<file path="src/rtl/ryu_motion_ctrl_if.sv">
// Control and render bus between the keyboard/frame logic and the Ryu motion block.
// The master drives the frame strobe and keys; the slave drives sprite position, select and status.
interface ryu_motion_ctrl_if;
    logic       frame_tick;
    logic       key_left;
    logic       key_right;
    logic       key_punch;
    logic       key_jump;
    logic [9:0] RyuX;
    logic [9:0] RyuY;
    logic [2:0] sprite;
    logic       punch_strobe;
    logic       airborne;

    modport master (
        output frame_tick, key_left, key_right, key_punch, key_jump,
        input  RyuX, RyuY, sprite, punch_strobe, airborne
    );

    modport slave (
        input  frame_tick, key_left, key_right, key_punch, key_jump,
        output RyuX, RyuY, sprite, punch_strobe, airborne
    );
endinterface

</file>
<file path="src/rtl/ryu_motion_ctrl.sv">
// Ryu player motion: walk, timed punch and ballistic jump, advanced once per frame strobe.
// Drives the sprite renderer position and select from decoded keyboard controls.
module ryu_motion_ctrl #(
    parameter int X_START      = 100,
    parameter int X_MIN        = 0,
    parameter int X_MAX        = 560,
    parameter int GROUND_Y     = 300,
    parameter int STEP         = 2,
    parameter int PUNCH_FRAMES = 12,
    parameter int JUMP_VEL     = 16,
    parameter int GRAVITY      = 1
) (
    input  logic               vga_clk,
    input  logic               Reset,
    ryu_motion_ctrl_if.slave   bus
);

    localparam int VY_W  = 7;
    localparam int CNT_W = (PUNCH_FRAMES > 1) ? $clog2(PUNCH_FRAMES) : 1;

    typedef enum logic [1:0] {
        IDLE  = 2'd0,
        PUNCH = 2'd1,
        JUMP  = 2'd2
    } state_t;

    state_t                   state_q, state_d;
    logic [9:0]               x_q, x_d;
    logic [9:0]               y_q, y_d;
    logic signed [VY_W-1:0]   vy_q, vy_d;
    logic [CNT_W-1:0]         cnt_q, cnt_d;
    logic [2:0]               sprite_q, sprite_d;
    logic                     strobe_q, strobe_d;
    logic                     airborne_q, airborne_d;
    logic                     armed_q, armed_d;

    logic [9:0]               x_walk;
    logic signed [10:0]       y_calc;

    // Horizontal step saturates on the bounds; simultaneous left+right cancels out.
    always_comb begin
        x_walk = x_q;
        if (bus.key_left && !bus.key_right) begin
            if ({1'b0, x_q} < 11'(X_MIN + STEP))
                x_walk = 10'(X_MIN);
            else
                x_walk = x_q - 10'(STEP);
        end else if (bus.key_right && !bus.key_left) begin
            if ({1'b0, x_q} > 11'(X_MAX - STEP))
                x_walk = 10'(X_MAX);
            else
                x_walk = x_q + 10'(STEP);
        end
    end

    // Upward velocity is positive, so the new height subtracts it from the screen Y.
    assign y_calc = $signed({1'b0, y_q}) - $signed({{(11 - VY_W){vy_q[VY_W-1]}}, vy_q});

    always_comb begin
        state_d    = state_q;
        x_d        = x_q;
        y_d        = y_q;
        vy_d       = vy_q;
        cnt_d      = cnt_q;
        sprite_d   = sprite_q;
        airborne_d = airborne_q;
        armed_d    = armed_q;
        strobe_d   = 1'b0;

        if (bus.frame_tick) begin
            if (!bus.key_punch)
                armed_d = 1'b1;

            case (state_q)
                IDLE: begin
                    if (bus.key_jump) begin
                        state_d    = JUMP;
                        vy_d       = VY_W'(JUMP_VEL);
                        sprite_d   = 3'd2;
                        airborne_d = 1'b1;
                    end else if (bus.key_punch && armed_q) begin
                        state_d  = PUNCH;
                        cnt_d    = CNT_W'(PUNCH_FRAMES - 1);
                        sprite_d = 3'd1;
                        strobe_d = 1'b1;
                        armed_d  = 1'b0;
                    end else begin
                        x_d = x_walk;
                    end
                end
                PUNCH: begin
                    if (cnt_q == '0) begin
                        state_d  = IDLE;
                        sprite_d = 3'd0;
                    end else begin
                        cnt_d = cnt_q - 1'b1;
                    end
                end
                JUMP: begin
                    x_d  = x_walk;
                    vy_d = vy_q - VY_W'(GRAVITY);
                    if (vy_q[VY_W-1] && (y_calc >= $signed(11'(GROUND_Y)))) begin
                        y_d        = 10'(GROUND_Y);
                        state_d    = IDLE;
                        sprite_d   = 3'd0;
                        airborne_d = 1'b0;
                        vy_d       = '0;
                    end else if (y_calc[10]) begin
                        y_d = '0;
                    end else begin
                        y_d = y_calc[9:0];
                    end
                end
                default: begin
                    state_d    = IDLE;
                    sprite_d   = 3'd0;
                    airborne_d = 1'b0;
                end
            endcase
        end
    end

    always_ff @(posedge vga_clk) begin
        if (Reset) begin
            state_q    <= IDLE;
            x_q        <= 10'(X_START);
            y_q        <= 10'(GROUND_Y);
            vy_q       <= '0;
            cnt_q      <= '0;
            sprite_q   <= 3'd0;
            strobe_q   <= 1'b0;
            airborne_q <= 1'b0;
            armed_q    <= 1'b1;
        end else begin
            state_q    <= state_d;
            x_q        <= x_d;
            y_q        <= y_d;
            vy_q       <= vy_d;
            cnt_q      <= cnt_d;
            sprite_q   <= sprite_d;
            strobe_q   <= strobe_d;
            airborne_q <= airborne_d;
            armed_q    <= armed_d;
        end
    end

    assign bus.RyuX         = x_q;
    assign bus.RyuY         = y_q;
    assign bus.sprite       = sprite_q;
    assign bus.punch_strobe = strobe_q;
    assign bus.airborne     = airborne_q;

endmodule

</file>
<file path="src/flat_wrapper.sv">
// flat-port wrapper written by rule: the top's interface ports become plain ports
module ryu_motion_ctrl_flat 
#(
    parameter int X_START      = 100,
    parameter int X_MIN        = 0,
    parameter int X_MAX        = 560,
    parameter int GROUND_Y     = 300,
    parameter int STEP         = 2,
    parameter int PUNCH_FRAMES = 12,
    parameter int JUMP_VEL     = 16,
    parameter int GRAVITY      = 1
)
  (vga_clk, Reset, bus_frame_tick, bus_key_left, bus_key_right, bus_key_punch, bus_key_jump, bus_RyuX, bus_RyuY, bus_sprite, bus_punch_strobe, bus_airborne);
  ryu_motion_ctrl_if bus_i ();
  input  logic vga_clk;
  input  logic Reset;
  input wire logic [$bits(bus_i.frame_tick)-1:0] bus_frame_tick;
  input wire logic [$bits(bus_i.key_left)-1:0] bus_key_left;
  input wire logic [$bits(bus_i.key_right)-1:0] bus_key_right;
  input wire logic [$bits(bus_i.key_punch)-1:0] bus_key_punch;
  input wire logic [$bits(bus_i.key_jump)-1:0] bus_key_jump;
  output wire logic [$bits(bus_i.RyuX)-1:0] bus_RyuX;
  output wire logic [$bits(bus_i.RyuY)-1:0] bus_RyuY;
  output wire logic [$bits(bus_i.sprite)-1:0] bus_sprite;
  output wire logic [$bits(bus_i.punch_strobe)-1:0] bus_punch_strobe;
  output wire logic [$bits(bus_i.airborne)-1:0] bus_airborne;
  assign bus_i.frame_tick = bus_frame_tick;
  assign bus_i.key_left = bus_key_left;
  assign bus_i.key_right = bus_key_right;
  assign bus_i.key_punch = bus_key_punch;
  assign bus_i.key_jump = bus_key_jump;
  assign bus_RyuX = bus_i.RyuX;
  assign bus_RyuY = bus_i.RyuY;
  assign bus_sprite = bus_i.sprite;
  assign bus_punch_strobe = bus_i.punch_strobe;
  assign bus_airborne = bus_i.airborne;
  ryu_motion_ctrl #(.X_START(X_START), .X_MIN(X_MIN), .X_MAX(X_MAX), .GROUND_Y(GROUND_Y), .STEP(STEP), .PUNCH_FRAMES(PUNCH_FRAMES), .JUMP_VEL(JUMP_VEL), .GRAVITY(GRAVITY)) u_core (.vga_clk(vga_clk), .Reset(Reset), .bus(bus_i));
endmodule
</file>
<file path="config.mk">
export PLATFORM = sky130hd
export DESIGN_NAME = ryu_motion_ctrl_flat
export DESIGN_NICKNAME = d
export VERILOG_FILES = /design/src/rtl/ryu_motion_ctrl_if.sv /design/src/rtl/ryu_motion_ctrl.sv /design/src/flat_wrapper.sv
export SDC_FILE = /design/constraint.sdc
export NUM_CORES = 1
export LEC_CHECK = 0
export ABC_AREA = 1
export CAP_MARGIN = 20
export CORE_UTILIZATION = 51
export CTS_CLUSTER_SIZE = 28
export DETAILED_ROUTE_END_ITERATION = 10
export PLACE_DENSITY = 0.77
export SLEW_MARGIN = 40
export SYNTH_ARGS = -nofsm -noshare
export SYNTH_HDL_FRONTEND = slang
export SYNTH_SLANG_ARGS = --single-unit
</file>
<file path="constraint.sdc">
create_clock -name vga_clk -period 2.1 [get_ports vga_clk]
set_clock_uncertainty 0.1 [all_clocks]
set_input_delay 0.315 -clock vga_clk [delete_from_list [all_inputs] [get_ports vga_clk]]
set_output_delay 0.315 -clock vga_clk [all_outputs]
set_load 0.005 [all_outputs]
</file>
Yosys cells after proc, flatten, opt, wreduce, memory -nomap -nowiden
Index checks and enable logic that the tools add are counted.
{"block": "totals", "out_inout_bits": 25, "regBits": 39, "input_bits": 7, "word_cells": 81}
{"block": "classes", "bitwise": 3, "n_lt_le_gt_ge": 3, "reduce_logical": 17, "eq_ne": 10, "n_mux": 34, "n_addsub": 5}
{"cell": "10-bit two-way mux", "n": 8}
{"cell": "10-bit one-hot mux with 2 select lines", "n": 1}
{"cell": "7-bit two-way mux", "n": 2}
{"cell": "7-bit one-hot mux with 2 select lines", "n": 1}
{"cell": "3-bit two-way mux", "n": 4}
{"cell": "4-bit two-way mux", "n": 3}
{"cell": "4-bit AND reduction", "n": 3}
{"cell": "11-bit by 10-bit >= comparator with 1-bit output, second input constant", "n": 1}
{"cell": "11-bit by 7-bit subtractor with 11-bit output", "n": 1}
{"cell": "10-bit by 2-bit adder with 10-bit output, second input constant", "n": 1}
{"cell": "10-bit > comparator, second input constant", "n": 1}
{"cell": "10-bit by 2-bit less-than comparator with 1-bit output, second input constant", "n": 1}
{"cell": "10-bit by 2-bit subtractor with 10-bit output, second input constant", "n": 1}
{"cell": "3-bit one-hot mux with 3 select lines", "n": 1}
{"cell": "2-bit two-way mux", "n": 4}
{"cell": "2-bit != test, second input constant", "n": 4}
{"cell": "4-bit one-hot mux with 2 select lines", "n": 1}
{"cell": "1-bit two-way mux", "n": 7}
{"cell": "7-bit by 2-bit subtractor with 7-bit output, second input constant", "n": 1}
{"cell": "2-bit by 1-bit != test with 1-bit output, second input constant", "n": 3}
{"cell": "2-bit one-hot mux with 3 select lines", "n": 1}
{"cell": "5-bit AND reduction", "n": 1}
{"cell": "1-bit logical AND", "n": 4}
{"cell": "4-bit logical NOT", "n": 1}
{"cell": "12 further kinds", "n": 16}

Depth between registers and ports, before layout
{"block": "depth", "ltp_word": 7, "ltp_mapped": 18, "mapped_depth_nobuf": 18}

Worst setup path before layout
OpenSTA, ideal clock, no wires.
{"block": "synth_timing", "kind": "reg2reg", "from": "register u_core.y_q[0] (netlist: u_core.bus.RyuY[0])", "to": "register u_core.state_q[0]", "arrival_ns": 1.969, "t_required_ns": 1.869, "period_less_slack_ns": 2.199, "setup_time_ns": 0.131, "path_buffers": 0, "slack_ns": -0.099, "stages_incl_launch_ff": 19, "path_cell_list": "dfxtp_1 > inv_1 > ha_1 > inv_1 > fa_1 > nand2_1 > nand2_2 > nand3_2 > nand2_2 > nand2_1 > nand3_1 > nor2_1 > nand2_2 > inv_2 > nand2_4 > nand2_4 > nand3_2 > nand2_1 > a21oi_2"}
{"block": "synth_between", "elab_chain_len": 5}
{"element": "from (decl)", "line": "ryu_motion_ctrl.sv:29", "text": "logic [9:0] y_q, y_d;"}
{"element": "from (signal assigned)", "line": "ryu_motion_ctrl.sv:127", "text": "y_q <= 10'(GROUND_Y);"}
{"element": "from (signal assigned)", "line": "ryu_motion_ctrl.sv:137", "text": "y_q <= y_d;"}
{"element": "11-bit by 7-bit subtractor with 11-bit output", "line": "ryu_motion_ctrl.sv:57", "text": "assign y_calc = $signed({1'b0, y_q}) - $signed({{(11 - VY_W){vy_q[VY_W-1]}}, vy_q});"}
{"element": "11-bit by 10-bit >= comparator with 1-bit output", "line": "ryu_motion_ctrl.sv:102", "text": "if (vy_q[VY_W-1] && (y_calc >= $signed(11'(GROUND_Y)))) begin"}
{"element": "1-bit logical AND", "line": "ryu_motion_ctrl.sv:102"}
{"element": "2-bit by 1-bit != test with 1-bit output (no source line)"}
{"element": "4-bit AND reduction (no source line)"}
{"element": "to (signal assigned)", "line": "ryu_motion_ctrl.sv:135", "text": "state_q <= state_d;"}
{"element": "to (decl)", "line": "ryu_motion_ctrl.sv:27", "text": "state_t state_q, state_d;"}
No other way between the ends.
A chain may end at the register's enable or synchronous reset.

Worst setup path after layout
{"block": "layout_timing", "from": "register u_core.y_q[0] (netlist: u_core.bus.RyuY[0])", "to": "register u_core.y_q[0] (netlist: u_core.bus.RyuY[0])"}
{"block": "layout_between", "elab_chain_len": 4, "elab_cells_between_ends": 5, "cone_classes": "add/sub: 1; order compare: 1; mux: 2; reduce/logical: 1"}
{"element": "11-bit by 7-bit subtractor with 11-bit output *", "line": "ryu_motion_ctrl.sv:57"}
{"element": "11-bit by 10-bit >= comparator with 1-bit output", "line": "ryu_motion_ctrl.sv:102"}
{"element": "1-bit logical AND", "line": "ryu_motion_ctrl.sv:102"}
{"element": "10-bit two-way mux *", "line": "ryu_motion_ctrl.sv:102"}
Mark *: on every way between the ends. The rest lies on a longest branch, timed or not.

==> results.cfg <==
[outcome]
status = finished, violations left
violations = setup timing

[sta]
fin_crit_sh = 1.088
setup_viol = 20
fmaxAchievable_mhz = 437.5
slew_violations = 0
setup_slack_ps = -185.6
fin_tns_setup_ps = -2279
period_needed_ps = 2286
rsz0062_at_grt = yes
hold_slack_ps = 374.4
hold_violations = 0

[critical_path]
path_max_fanout = 7
cp_data_arrival_time_ps = 2350
criticalPathCategory = reg -> reg
crit_path_end_kind = flop
r2r-start = u_core.bus.RyuY[0]
worst_path_max_delay_cell = fa_2
slowest_delay_ps = 340
critPathLaunch = u_core.bus.RyuY[0]
crit_chain = inv_2 -> ha_4 -> inv_2 -> fa_2 -> nand2_1 -> nand2_2 -> nand3_2 -> nand2_4 -> nand2_4 -> nand3_4 -> nor2_2 -> nand2_2 -> inv_2 -> nand2_4 -> buf_4 -> nand2_1 -> a21oi_1
start_kind = flop
critical_path_required_ps = 2170

[logic_synthesis]
netlist_area_sq_mm = 0.002597
yosys-top-cells-count = nand2_1 (76), inv_1 (56), dfxtp_1 (35)
synth_top_area_frac = 0.2697
synth_flop_cell = dfxtp_1
avgSynthCellArea_sq_um = 6.800
yosys_warnings = 0
synth_cell_types = 39
synth_top_area_cell = dfxtp_1
async_flop_share = 0
synthCells = 382
netlist_top_cells_area = dfxtp_1 (27%), nand2_1 (11%), inv_1 (8.1%), ha_1 (7.2%), nand3_1 (5.8%)
ys_seq_area_frac = 0.2697
synth_edf_count = 0
ys_ff_latch = 35
synth.most_common_cell = nand2_1

[cts]
cts_root_buffer = clkbuf_8
hold_buffers = 0
path_clk_slew_ps = 70
htreeDepth = 2
clockBufferDepth = 2
worst_skew_pair.late_latency_ps = 280
clkSinkCount = 35
cts_buffers = 5
cts_tree = built

[detailed_routing]
route.final.wire_length_mm = 7.028
wl_per_cell_um = 13.36
drtIter0Drc = 149
drc = 0
via_count = 2845
drtPass1Iterations = 5
final_antenna_net_count = 0
viasPerCell = 5.409

[pwr]
finalPower_mw = 2.075
seqPwrFrac = 0.357
vdd_drop_max_v = 0.0004054
power_density_mw_per_mm2 = 580.3
sw_frac_of_total = 0.3557
p_clk_frac = 0.236
combPwrFrac = 0.407
p_leak_nw = 1.606
p_sw_mw = 0.7378
p_int_mw = 1.337

[final_layout]
area_growth_pct = 37.62
layout-drive-gt1-share = 0.2789
postLayoutCoreUtil = 0.7421
stdcell_count = 526
antenna_cells = 0
design_area_sq_mm = 0.003575
nNetsFinal = 482

[placement]
pre_cts_ws_ps = -177.2
place_hpwl_mm = 4.981
dpl-instance-area_sq_mm = 0.003228
portBuffers = 29
dp_cells = 508
gp_congestion = 0.8814

[floorplan]
die_x_um = 73.37
io_pins = 32
initial_core_util = 0.5392
row_count = 25
core_area_sq_mm = 0.004817
die-area_sq_mm = 0.005382
die_h_um = 73.37

[global_route]
busiest_layer = met2
antenna_found_initial = 0
grt_pass1_wl_mm = 11.59
overflow = 0
grtUsageMet3 = 0.06584
grt_util_met1 = 0.3438
use_met2 = 0.4794
grt_start_max_net_pins = 20
grt_usage = 0.2792
grt_pass1_vias = 2669

[min_path]
hold_path_class = reg -> reg
hp-start = u_core.bus.airborne

[job]
cap_violations = 0
[power groups by stage]
stage | registers, mW | logic (mW) | clock network (mW)
6_report | 0.741 | 0.844 | 0.490
5_1_grt | 0.747 | 0.922 | 0.525
4_1_cts | 0.740 | 0.820 | 0.498
3_5_place_dp | 0.752 | 0.731 | 0
3_3_place_gp | 0.751 | 0.710 | 0
2_1_floorplan | 0.750 | 0.490 | 0
[registers in the layout, summed over array words and instances (netlist names)]
register                 flops
u_core.bus.airborne          1
u_core.state_q               2
u_core.cnt_q                 4
u_core.bus.RyuY             10
u_core.armed_q               1
u_core.vy_q                  7
u_core.bus.punch_strobe      1
u_core.bus.RyuX              9
[cells by family (layout without fill, tap and decap cells)]
| logic type | Yosys count | count (layout) | synth area share |
|---|---|---|---|
| AO/OA/AOI/OAI | 57 | 57 | 0.1243 |
| XOR/XNOR | 18 | 18 | 0.06358 |
| adder cells (fa/ha/maj) | 16 | 16 | 0.07996 |
| buffers and inverters | 74 | 150 | 0.1161 |
| flip-flops | 35 | 35 | 0.2697 |
| other | 1 | 2 | 0.001444 |
| AND/OR/NAND/NOR | 181 | 181 | 0.3449 |
[critical path, delay by kind of cell, from the launching register on]
family | cells | cell delay [ps]
AND/OR/NAND/NOR | 10 | 890
buffers and inverters | 4 | 330
adder cells (fa/ha/maj) | 2 | 460
flip-flops | 1 | 330
AO/OA/AOI/OAI | 1 | 70
[final cells by class]
| cell class | count | area (sq um) |
|---|---|---|
| clock buffer | 6 | 82.58 |
| clock inverter | 1 | 5.005 |
| fill | 397 | 1242 |
| inverter | 65 | 244.0 |
| multi-input combinational | 274 | 1794 |
| sequential | 35 | 703.2 |
| tap | 67 | 83.83 |
| timing repair buffer | 78 | 661.9 |
[what timing repair did]
item,in CTS,in global routing
pin swaps,12,5
resized for setup,23,7
setup buffers,11,0
endpoints found under the setup margin,19,21
[metal layers]
| layer | up-vias | wire length, um |
|---|---|---|
| met2 | 100 | 3394 |
| li1 | 1393 | - |
| met1 | 1334 | 3113 |
| met5 | - | 0 |
| met3 | 18 | 355 |
| met4 | 0 | 164 |
[cells in the final DEF, fill, tap and decap left out, types with 8 or more instances in the layout]
| cell | n |
|---|---|
| buf_4 | 48 |
| nand3_1 | 27 |
| nand4_1 | 9 |
| ha_1 | 8 |
| inv_2 | 12 |
| dfxtp_1 | 33 |
| xor2_1 | 15 |
| nor2_1 | 24 |
| a21oi_1 | 21 |
| o21ai_0 | 15 |
| inv_1 | 52 |
| clkdlybuf4s50_1 | 29 |
| nor2_2 | 9 |
| nand2_1 | 69 |
| nand2_2 | 16 |
[path summary, 6_finish.rpt]
path / end / slack (ps) / cells after the start
worst max-delay path: u_core.bus.RyuY[0] / -190 / 17
worst min-delay path: u_core.bus.airborne / 370 / 2
worst max register to register: u_core.bus.RyuY[0] / -190 / 17
worst min register to register: u_core.bus.airborne / 370 / 2
No activity file was read; power rests on OpenSTA's default activity.
